## config.mk

```make
export PLATFORM = sky130hd
export DESIGN_NAME = ctrl_reg_arbiter_flat
export DESIGN_NICKNAME = d
export VERILOG_FILES = /design/src/rtl/ctrl_reg_arbiter_if.sv /design/src/rtl/ctrl_reg_arbiter.sv /design/src/flat_wrapper.sv
export SDC_FILE = /design/constraint.sdc
export NUM_CORES = 1
export LEC_CHECK = 0
export CAP_MARGIN = 20
export CELL_PAD_IN_SITES_DETAIL_PLACEMENT = 0
export CELL_PAD_IN_SITES_GLOBAL_PLACEMENT = 1
export CORE_ASPECT_RATIO = 1.25
export CORE_UTILIZATION = 39
export DETAILED_ROUTE_END_ITERATION = 8
export MAX_ROUTING_LAYER = met4
export PLACE_DENSITY = 0.95
export SYNTH_ARGS = -nofsm -noshare
export SYNTH_HDL_FRONTEND = slang
export SYNTH_SLANG_ARGS = --single-unit
```

## constraint.sdc

```tcl
create_clock -name clk -period 3.45 [get_ports clk]
set_input_delay 0.345 -clock clk [delete_from_list [all_inputs] [get_ports clk]]
set_output_delay 0.345 -clock clk [all_outputs]
set_load 0.1 [all_outputs]
```

## src/rtl/ctrl_reg_arbiter_if.sv

```systemverilog
// Write-request bus shared by the two requesters of ctrl_reg_arbiter.
// Port A carries validated SPI frames and port B carries sequencer or test-host writes.
// Each port is a valid/ready handshake with a 7-bit address and 8-bit data.
interface ctrl_reg_arbiter_if;
  logic       a_valid;
  logic [6:0] a_addr;
  logic [7:0] a_data;
  logic       a_ready;
  logic       b_valid;
  logic [6:0] b_addr;
  logic [7:0] b_data;
  logic       b_ready;

  modport master (
    output a_valid, a_addr, a_data,
    input  a_ready,
    output b_valid, b_addr, b_data,
    input  b_ready
  );

  modport slave (
    input  a_valid, a_addr, a_data,
    output a_ready,
    input  b_valid, b_addr, b_data,
    output b_ready
  );
endinterface

```

## src/rtl/ctrl_reg_arbiter.sv

```systemverilog
// Control register bank with a two-port round-robin write arbiter.
// The bank holds output enables, PWM enables and the PWM duty cycle.
// After reset, INIT loads the parameterised defaults one per cycle.
// IDLE grants one requester and latches its request.
// COMMIT applies the latched write or rejects it, then returns to IDLE.
// A lock bit that only port A can write blocks all port B writes.
module ctrl_reg_arbiter #(
  parameter logic [7:0] DEF_OUT_LO = 8'h00,
  parameter logic [7:0] DEF_OUT_HI = 8'h00,
  parameter logic [7:0] DEF_PWM_LO = 8'h00,
  parameter logic [7:0] DEF_PWM_HI = 8'h00,
  parameter logic [7:0] DEF_DUTY   = 8'h00
) (
  input  logic              clk,
  input  logic              rst,
  ctrl_reg_arbiter_if.slave bus,
  output logic [7:0]        en_reg_out_7_0,
  output logic [7:0]        en_reg_out_15_8,
  output logic [7:0]        en_reg_pwm_7_0,
  output logic [7:0]        en_reg_pwm_15_8,
  output logic [7:0]        pwm_duty_cycle,
  output logic              lock,
  output logic              wr_done,
  output logic              wr_err,
  output logic              busy
);

  typedef enum logic [1:0] {
    INIT   = 2'd0,
    IDLE   = 2'd1,
    COMMIT = 2'd2
  } state_t;

  localparam logic [2:0] LAST_INIT_IDX = 3'd4;
  localparam logic [6:0] LOCK_ADDR     = 7'h05;

  state_t     state;
  state_t     state_nxt;
  logic [2:0] init_cnt;
  logic       last_b;

  logic       grant_a;
  logic       grant_b;

  logic [6:0] req_addr_p1;
  logic [7:0] req_data_p1;
  logic       req_b_p1;

  logic       bank_we;
  logic [2:0] bank_idx;
  logic [7:0] bank_val;
  logic       commit_ok;
  logic       commit_err;

  // Reset default for bank entry idx; idx values outside 0..4 never reach this path.
  function automatic logic [7:0] def_value(input logic [2:0] idx);
    case (idx)
      3'd0:    def_value = DEF_OUT_LO;
      3'd1:    def_value = DEF_OUT_HI;
      3'd2:    def_value = DEF_PWM_LO;
      3'd3:    def_value = DEF_PWM_HI;
      3'd4:    def_value = DEF_DUTY;
      default: def_value = 8'h00;
    endcase
  endfunction

  // A write is rejected for an unmapped address, for a port B write to the lock register,
  // or for any port B write while the lock is set.
  function automatic logic is_rejected(input logic [6:0] addr, input logic from_b,
                                       input logic lk);
    is_rejected = (addr > LOCK_ADDR) || (from_b && (addr == LOCK_ADDR)) || (from_b && lk);
  endfunction

  // Next-state, arbitration and bank write selection.
  always_comb begin
    state_nxt  = state;
    grant_a    = 1'b0;
    grant_b    = 1'b0;
    bank_we    = 1'b0;
    bank_idx   = 3'd0;
    bank_val   = 8'h00;
    commit_ok  = 1'b0;
    commit_err = 1'b0;
    case (state)
      INIT: begin
        bank_we  = 1'b1;
        bank_idx = init_cnt;
        bank_val = def_value(init_cnt);
        if (init_cnt == LAST_INIT_IDX) begin
          state_nxt = IDLE;
        end
      end
      IDLE: begin
        // When both ports are valid, grant the port that was not granted last.
        if (bus.a_valid && (!bus.b_valid || last_b)) begin
          grant_a = 1'b1;
        end else if (bus.b_valid) begin
          grant_b = 1'b1;
        end
        if (grant_a || grant_b) begin
          state_nxt = COMMIT;
        end
      end
      COMMIT: begin
        state_nxt = IDLE;
        if (is_rejected(req_addr_p1, req_b_p1, lock)) begin
          commit_err = 1'b1;
        end else begin
          commit_ok = 1'b1;
          bank_we   = 1'b1;
          bank_idx  = req_addr_p1[2:0];
          bank_val  = req_data_p1;
        end
      end
      default: state_nxt = INIT;
    endcase
  end

  assign bus.a_ready = grant_a;
  assign bus.b_ready = grant_b;
  assign busy        = (state != IDLE);

  // State register.
  always_ff @(posedge clk) begin
    if (rst) begin
      state <= INIT;
    end else begin
      state <= state_nxt;
    end
  end

  // Control: init counter, round-robin pointer and the one-cycle result pulses.
  always_ff @(posedge clk) begin
    if (rst) begin
      init_cnt <= 3'd0;
      last_b   <= 1'b1;
      wr_done  <= 1'b0;
      wr_err   <= 1'b0;
    end else begin
      wr_done <= commit_ok;
      wr_err  <= commit_err;
      if (state == INIT) begin
        init_cnt <= init_cnt + 3'd1;
      end
      if (grant_a) begin
        last_b <= 1'b0;
      end else if (grant_b) begin
        last_b <= 1'b1;
      end
    end
  end

  // Grant -> commit boundary: latch the granted request for evaluation in COMMIT.
  always_ff @(posedge clk) begin
    if (grant_a || grant_b) begin
      req_addr_p1 <= grant_a ? bus.a_addr : bus.b_addr;
      req_data_p1 <= grant_a ? bus.a_data : bus.b_data;
      req_b_p1    <= grant_b;
    end
  end

  // Register bank and lock bit, written from INIT defaults or accepted commits.
  always_ff @(posedge clk) begin
    if (rst) begin
      en_reg_out_7_0  <= 8'h00;
      en_reg_out_15_8 <= 8'h00;
      en_reg_pwm_7_0  <= 8'h00;
      en_reg_pwm_15_8 <= 8'h00;
      pwm_duty_cycle  <= 8'h00;
      lock            <= 1'b0;
    end else if (bank_we) begin
      case (bank_idx)
        3'd0:    en_reg_out_7_0  <= bank_val;
        3'd1:    en_reg_out_15_8 <= bank_val;
        3'd2:    en_reg_pwm_7_0  <= bank_val;
        3'd3:    en_reg_pwm_15_8 <= bank_val;
        3'd4:    pwm_duty_cycle  <= bank_val;
        3'd5:    lock            <= bank_val[0];
        default: ;
      endcase
    end
  end

endmodule

```

## src/flat_wrapper.sv

```systemverilog
// flat-port wrapper written by rule: the top's interface ports become plain ports
module ctrl_reg_arbiter_flat 
#(
  parameter logic [7:0] DEF_OUT_LO = 8'h00,
  parameter logic [7:0] DEF_OUT_HI = 8'h00,
  parameter logic [7:0] DEF_PWM_LO = 8'h00,
  parameter logic [7:0] DEF_PWM_HI = 8'h00,
  parameter logic [7:0] DEF_DUTY   = 8'h00
)
  (clk, rst, en_reg_out_7_0, en_reg_out_15_8, en_reg_pwm_7_0, en_reg_pwm_15_8, pwm_duty_cycle, lock, wr_done, wr_err, busy, bus_a_valid, bus_a_addr, bus_a_data, bus_a_ready, bus_b_valid, bus_b_addr, bus_b_data, bus_b_ready);
  ctrl_reg_arbiter_if bus_i ();
  input  logic clk;
  input  logic rst;
  output logic [7:0] en_reg_out_7_0;
  output logic [7:0] en_reg_out_15_8;
  output logic [7:0] en_reg_pwm_7_0;
  output logic [7:0] en_reg_pwm_15_8;
  output logic [7:0] pwm_duty_cycle;
  output logic lock;
  output logic wr_done;
  output logic wr_err;
  output logic busy;
  input wire logic [$bits(bus_i.a_valid)-1:0] bus_a_valid;
  input wire logic [$bits(bus_i.a_addr)-1:0] bus_a_addr;
  input wire logic [$bits(bus_i.a_data)-1:0] bus_a_data;
  output wire logic [$bits(bus_i.a_ready)-1:0] bus_a_ready;
  input wire logic [$bits(bus_i.b_valid)-1:0] bus_b_valid;
  input wire logic [$bits(bus_i.b_addr)-1:0] bus_b_addr;
  input wire logic [$bits(bus_i.b_data)-1:0] bus_b_data;
  output wire logic [$bits(bus_i.b_ready)-1:0] bus_b_ready;
  assign bus_i.a_valid = bus_a_valid;
  assign bus_i.a_addr = bus_a_addr;
  assign bus_i.a_data = bus_a_data;
  assign bus_a_ready = bus_i.a_ready;
  assign bus_i.b_valid = bus_b_valid;
  assign bus_i.b_addr = bus_b_addr;
  assign bus_i.b_data = bus_b_data;
  assign bus_b_ready = bus_i.b_ready;
  ctrl_reg_arbiter #(.DEF_OUT_LO(DEF_OUT_LO), .DEF_OUT_HI(DEF_OUT_HI), .DEF_PWM_LO(DEF_PWM_LO), .DEF_PWM_HI(DEF_PWM_HI), .DEF_DUTY(DEF_DUTY)) u_core (.clk(clk), .rst(rst), .bus(bus_i), .en_reg_out_7_0(en_reg_out_7_0), .en_reg_out_15_8(en_reg_out_15_8), .en_reg_pwm_7_0(en_reg_pwm_7_0), .en_reg_pwm_15_8(en_reg_pwm_15_8), .pwm_duty_cycle(pwm_duty_cycle), .lock(lock), .wr_done(wr_done), .wr_err(wr_err), .busy(busy));
endmodule
```

# [After elaboration in Yosys (flattened, before gate mapping)]
# Cells that the tools add are included.
[word_totals] input_bits=34 reg_bits=65 out_inout_bits=46 wordCells=70
[op_classes] add_sub_neg=1 mux=21 bitwise=1 eq_ne=12 order_cmp=1 n_reduce_logical=20
[ops] op="8-bit 2-to-1 mux" count=3
[ops] op="2-bit AND reduction" count=7
[ops] op="1-bit 2-to-1 mux" count=11
[ops] op="3-bit equality test, second input constant" count=3
[ops] op="7-bit by 3-bit equality test with 1-bit output, second input constant" count=1
[ops] op="7-bit by 3-bit greater-than comparator with 1-bit output, second input constant" count=1
[ops] op="7-bit 2-to-1 mux" count=1
[ops] op="3-bit by 2-bit equality test with 1-bit output, second input constant" count=2
[ops] op="2-bit by 1-bit inequality test with 1-bit output, second input constant" count=3
[ops] op="2-bit case mux with 3 select lines" count=1
[ops] op="3-bit case mux with 2 select lines" count=1
[ops] op="1-bit logical OR" count=5
[ops] op="2-bit 2-to-1 mux" count=2
[ops] op="3-bit by 1-bit adder with 3-bit output, second input constant" count=1
[ops] op="3-bit by 1-bit equality test with 1-bit output, second input constant" count=1
[ops] op="1-bit logical AND" count=3
[ops] op="3-bit zero test" count=1
[ops] op="3-bit 2-to-1 mux" count=1
[ops] op="2-bit by 1-bit equality test with 1-bit output, second input constant" count=1
[ops] op="2-bit equality test, second input constant" count=1
[ops] op="2-bit zero test" count=1
[ops] op="1-bit case mux with 2 select lines" count=1
[ops] op="2-bit nonzero test" count=1
[ops] op="2-bit OR reduction" count=1
[ops] op="2 further kinds" count=2

# [Longest topological paths before layout]
[depth] ltp_word=8 mapped_depth=6 depth_no_buf=6

# [Worst setup path before layout]
# OpenSTA, ideal clock, no wires.
[synth_path] kind="flip-flop to flip-flop" from="register u_core.state[0]" to="register u_core.req_addr_p1[0] (data pin)" setup_ns=0.261 required_time_ns=3.189 period_less_slack_ns=3.067 t_arrival_ns=2.805 path_stages_with_launch=7 setup_slack_ns=0.383 path_buffers=2 path_cell_list="dfxtp_1 -> clkbuf_1 -> nor2b_1 -> nand2_1 -> a21oi_1 -> clkbuf_1 -> mux2_2"
[synth_via] elab_chain_cells=3
[synth_lines] item="from (decl)" line="ctrl_reg_arbiter.sv:37" rtl="state_t state;"
[synth_lines] item="from (signal assigned)" line="ctrl_reg_arbiter.sv:128" rtl="state <= state_nxt;"
[synth_lines] item="2-bit by 1-bit equality test with 1-bit output" line="ctrl_reg_arbiter.sv:84" rtl="case (state)"
[synth_lines] item="1-bit 2-to-1 mux" line="ctrl_reg_arbiter.sv:84"
[synth_lines] item="via bus_a_ready" line="flat_wrapper.sv:26" rtl="output wire logic [$bits(bus_i.a_ready)-1:0] bus_a_ready;"
[synth_lines] item="7-bit 2-to-1 mux" line="ctrl_reg_arbiter.sv:156" rtl="req_addr_p1 <= grant_a ? bus.a_addr : bus.b_addr;"
[synth_lines] item="to (signal assigned)" line="ctrl_reg_arbiter.sv:156"
[synth_lines] item="to (decl)" line="ctrl_reg_arbiter.sv:45" rtl="logic [6:0] req_addr_p1;"
# The timed path passes the listed nets, and every way through them passes these cells.
# A chain may end at the register's enable or synchronous reset.

# [Worst setup path after layout]
[layout_path] from="register u_core.req_addr_p1[6]" to="register u_core.en_reg_out_15_8[1]"
[layout_via] elab_chain_cells=8 elab_cells_between_ends=13 cone_classes="order compare (1); eq/ne (2); mux (6); reduce/logical (4)"
[layout_lines] item="branches (longest 2 deep; another with 7-bit by 3-bit greater-than comparator with 1-bit output)"
[layout_lines] item="1-bit logical OR * (2 in series)" line="ctrl_reg_arbiter.sv:71" rtl="is_rejected = (addr > LOCK_ADDR) || (from_b && (addr == LOCK_ADDR)) || (from_b && lk);"
[layout_lines] item="3-bit 2-to-1 mux" line="ctrl_reg_arbiter.sv:106" rtl="if (is_rejected(req_addr_p1, req_b_p1, lock)) begin"
[layout_lines] item="3-bit case mux with 2 select lines" line="ctrl_reg_arbiter.sv:84"
[layout_lines] item="3-bit by 1-bit equality test with 1-bit output" line="ctrl_reg_arbiter.sv:172" rtl="case (bank_idx)"
[layout_lines] item="2-bit AND reduction (no line)"
[layout_lines] item="to (signal assigned)" line="ctrl_reg_arbiter.sv:174" rtl="3'd1: en_reg_out_15_8 <= bank_val;"
[layout_lines] item="to (decl)" line="ctrl_reg_arbiter.sv:18" rtl="output logic [7:0] en_reg_out_15_8,"
# Mark *: on every way between the ends.

==> flow_summary.yaml <==
status:
  status: "complete, no violations"
placement:
  dp.final_hpwl_mm: 4.42
  port_buffers: 79
  detailed_place.area_um2: 3700
  routabilityCongestion: 0.828
run:
  maxCapViolCount: 0
synth:
  syn_nets: 282
  synthesis.instances: 246
  average_cell_area_after_synthesis_um2: 11.4
  synth_xor_xnor_area_share: 0.00625
  post_synth_num_cell_types: 38
  sequential_cell_area_fraction_in_the_yosys_report: 0.521
  synth_top_cells_by_area: "dfxtp_1 35%, edfxtp_1 17%, mux2i_1 15%"
  ys_dominant_reg_cell: "dfxtp_1"
  synth_enable_flop_cells: 16
  synth-seq-cells: 65
  synth_compound_gate_area_share: 0.0482
  ys_warn_count: 0
  synthDominantAreaCellType: "dfxtp_1"
  synth.area.mux_share: 0.207
  syn-cell-area_um2: 2800
  yosys.area_share.simple: 0.187
  synthArstFlopShare: 0
  portion_of_synthesized_cell_area_occupied_by_the_leading_cell_type: 0.350
  synth_adder_area_share: 0.00892
  main_combinational_cell_family_by_area_after_synthesis: "multiplexers"
global_routing:
  grt_usage: 0.185
  pin_count_of_the_biggest_net_entering_global_routing: 48
  grt_pass1_wl_mm: 10.4
  vias_in_the_first_global_route: 2183
  antenna_violations_before_repair: 0
  overflow: 0
layout:
  nets: 365
  antenna_cells_inserted: 0
  final_cell_area_um2: 3900
  final_layout_size_suffix_gt1_frac: 0.138
  syn_to_final_growth_pct: 39.0
clocking:
  cts_inserted_buffers: 9
  clock_path_buffers: 2
  cts_sinks: 65
  cts_resized: 0
  clock_slew_seen_by_the_registers_of_the_worst_setup_and_hold_paths_ns: 0.08
  post_cts.repair.setup_buffers: 0
  clock_latency_reported_for_the_late_side_of_the_worst_skew_pair_ns: 0.35
  clock_tree.root_cell: "clkbuf_8"
  cts_tree: "yes"
  htree_num_levels: 3
  cts-hold-fix-buffers: 0
min_path:
  timing.hold.worst.class: "flop to flop"
setup_path:
  crit_type: "flop to flop"
  cp_cell_sequence: "or4_1, o41a_1, nor4_4, mux2i_1"
  endpoint_kind: "flop"
  cp_slowest_cell: "nor4_4"
  startpoint_type: "flop"
  critical_path.max_stage_delay_ns: 0.70
  timing.critical_path.required_ns: 3.73
  path_max_fanout: 8
  signal_arrival_time_at_the_worst_endpoint_ns: 2.89
route:
  first_pass_iters: 4
  routed_wirelength_mm: 6.08
  detail_route.drc_violations: 0
  routedWlPerCell_um: 14.3
  detailedRoute.firstIterationViolations: 79
  vias: 2105
  vias_per_cell: 4.96
  antenna_left: 0
pwr:
  proportion_of_power_drawn_by_flip_flops_and_latches: 0.486
  power.switching_fraction: 0.263
  design_power_uw: 1650
  clockPowerShare: 0.381
  pwr-share-comb: 0.132
  leakagePower_uw: 0.00136
  peakVddDrop_uv: 248
  power_report.internal_total_uw: 1220
  netSwitchingPower_uw: 434
  p_per_area_nw_per_um2: 424
timing:
  slew-limit-headroom: 0.325
  setup_tns_ns: 0
  worstMarginPinSlew_ns: 1.01
  period_needed_ns: 2.62
  skew_ns: 0.0136
  finalHoldViolCount: 0
  post_route_fraction_of_the_period_consumed_by_the_critical_path: 0.758
  maxClockFrequency_mhz: 382
  grt_setup_unrepaired: "no"
  report.final.slew_viol_count: 0
  finish_stage_setup_viols: 0
floorplanning:
  die_area_um2: 7530
  die_h_um: 96.8
  rows: 34
  die_x_um: 77.8
  floorplan.io_pins: 80
  starting_density: 0.402
  core_outline_area_um2: 6980
-- per-stage QoR --
step	hold WS, ns	util	cells	setup slack (ns)
6_report	0.476	0.559	424	0.835
5_1_grt	0.496	0.559	424	0.706
3_5_place_dp	0.464	0.531	408	0.775
3_3_place_gp	0.458	0.531	408	0.852
2_1_floorplan	0.479	-	246	0.383
4_1_cts	0.477	0.559	424	0.801
-- logic make-up (layout without fill, tap and decap cells) --
group / after synthesis / count (layout)
flip-flops: 65 / 65
multiplexers: 56 / 56
adder cells (fa/ha/maj): 2 / 2
AO/OA/AOI/OAI: 19 / 19
AND/OR/NAND/NOR: 86 / 86
buffers and inverters: 16 / 104
XOR/XNOR: 2 / 2
-- cell usage in the layout (no fill, tap or decap), drive strengths merged, types with 2 or more instances in the layout --
| cell type | count |
|---|---|
| clkdlybuf4s50 | 76 |
| ha | 2 |
| clkbuf | 10 |
| mux2i | 41 |
| nand3b | 2 |
| o41ai | 2 |
| a21oi | 6 |
| o21ai | 2 |
| clkinv | 3 |
| nor2 | 8 |
| nor3 | 4 |
| nand2b | 42 |
| nor3b | 3 |
| mux2 | 15 |
| inv | 7 |
| nand2 | 15 |
| or3b | 3 |
| nor2b | 2 |
| nor4 | 2 |
| a2111oi | 2 |
| a31oi | 3 |
| buf | 8 |
| edfxtp | 16 |
| dfxtp | 49 |
-- final timing paths --
kind | from | end | slack [ns] | depth (start not counted)
worst max register to register | u_core.req_addr_p1[6] | u_core.en_reg_out_15_8[1] | 0.83 | 4
worst max-delay path | u_core.req_addr_p1[6] | u_core.en_reg_out_15_8[1] | 0.83 | 4
worst min-delay path | u_core.en_reg_out_15_8[6] | u_core.en_reg_out_15_8[6] | 0.48 | 2
worst min register to register | u_core.en_reg_out_15_8[6] | u_core.en_reg_out_15_8[6] | 0.48 | 2
-- sequential cells by signal (all words and copies together), names as in the netlist --
register and cells:
u_core.state 2, u_core.req_addr_p1 7, u_core.en_reg_out_7_0 8, u_core.wr_err 1, u_core.pwm_duty_cycle 8, u_core.req_data_p1 8, u_core.req_b_p1 1, u_core.en_reg_pwm_15_8 8
u_core.last_b 1, u_core.lock 1, u_core.en_reg_pwm_7_0 8, u_core.init_cnt 3, u_core.wr_done 1, u_core.en_reg_out_15_8 8
-- critical path: cells and delay by family (launching register included) --
kind	cells	cell delay, ns
flops	1	0.40
compound gates	1	0.57
simple gates	2	1.32
mux	1	0.26
-- cell usage after synthesis, drive strengths merged, types with 2 or more instances --
| cell | number |
|---|---|
| or3b | 3 |
| o21ai | 2 |
| a21oi | 6 |
| nand2b | 42 |
| a2111oi | 2 |
| mux2i | 41 |
| nor2 | 8 |
| edfxtp | 16 |
| clkbuf | 9 |
| a31oi | 3 |
| nor2b | 2 |
| mux2 | 15 |
| nor3 | 4 |
| inv | 4 |
| nand2 | 15 |
| nor3b | 3 |
| dfxtp | 49 |
| ha | 2 |
| o41ai | 2 |
| nor4 | 2 |
| buf | 3 |
| nand3b | 2 |
-- power by group through the flow --
stage | registers (µW) | logic, µW | clock network [µW]
after floorplan | 817 | 151 | 0
after global placement | 820 | 218 | 0
after detailed placement | 820 | 220 | 0
after CTS | 803 | 222 | 642
after global routing | 804 | 239 | 672
final | 803 | 219 | 630
-- routing by layer --
metal / up-vias / global-route usage / part of all wire
li1: 1029 / - / -
met1: 999 / 0.215 / 0.43
met2: 66 / 0.301 / 0.51
met3: 11 / 0.0283 / 0.038
met4: 0 / 0.106 / 0.023
met5: - / - / 0
-- area by class of cell --
class                      count  area (µm²)
fill                         627        3080
clock inverter                 6        46.3
timing repair buffer          84         833
inverter                       4        15.0
tap                           90         113
multi-input combinational    165        1280
sequential                    65        1460
clock buffer                  10         149
Note: power is estimated with default switching activity, not from simulation.
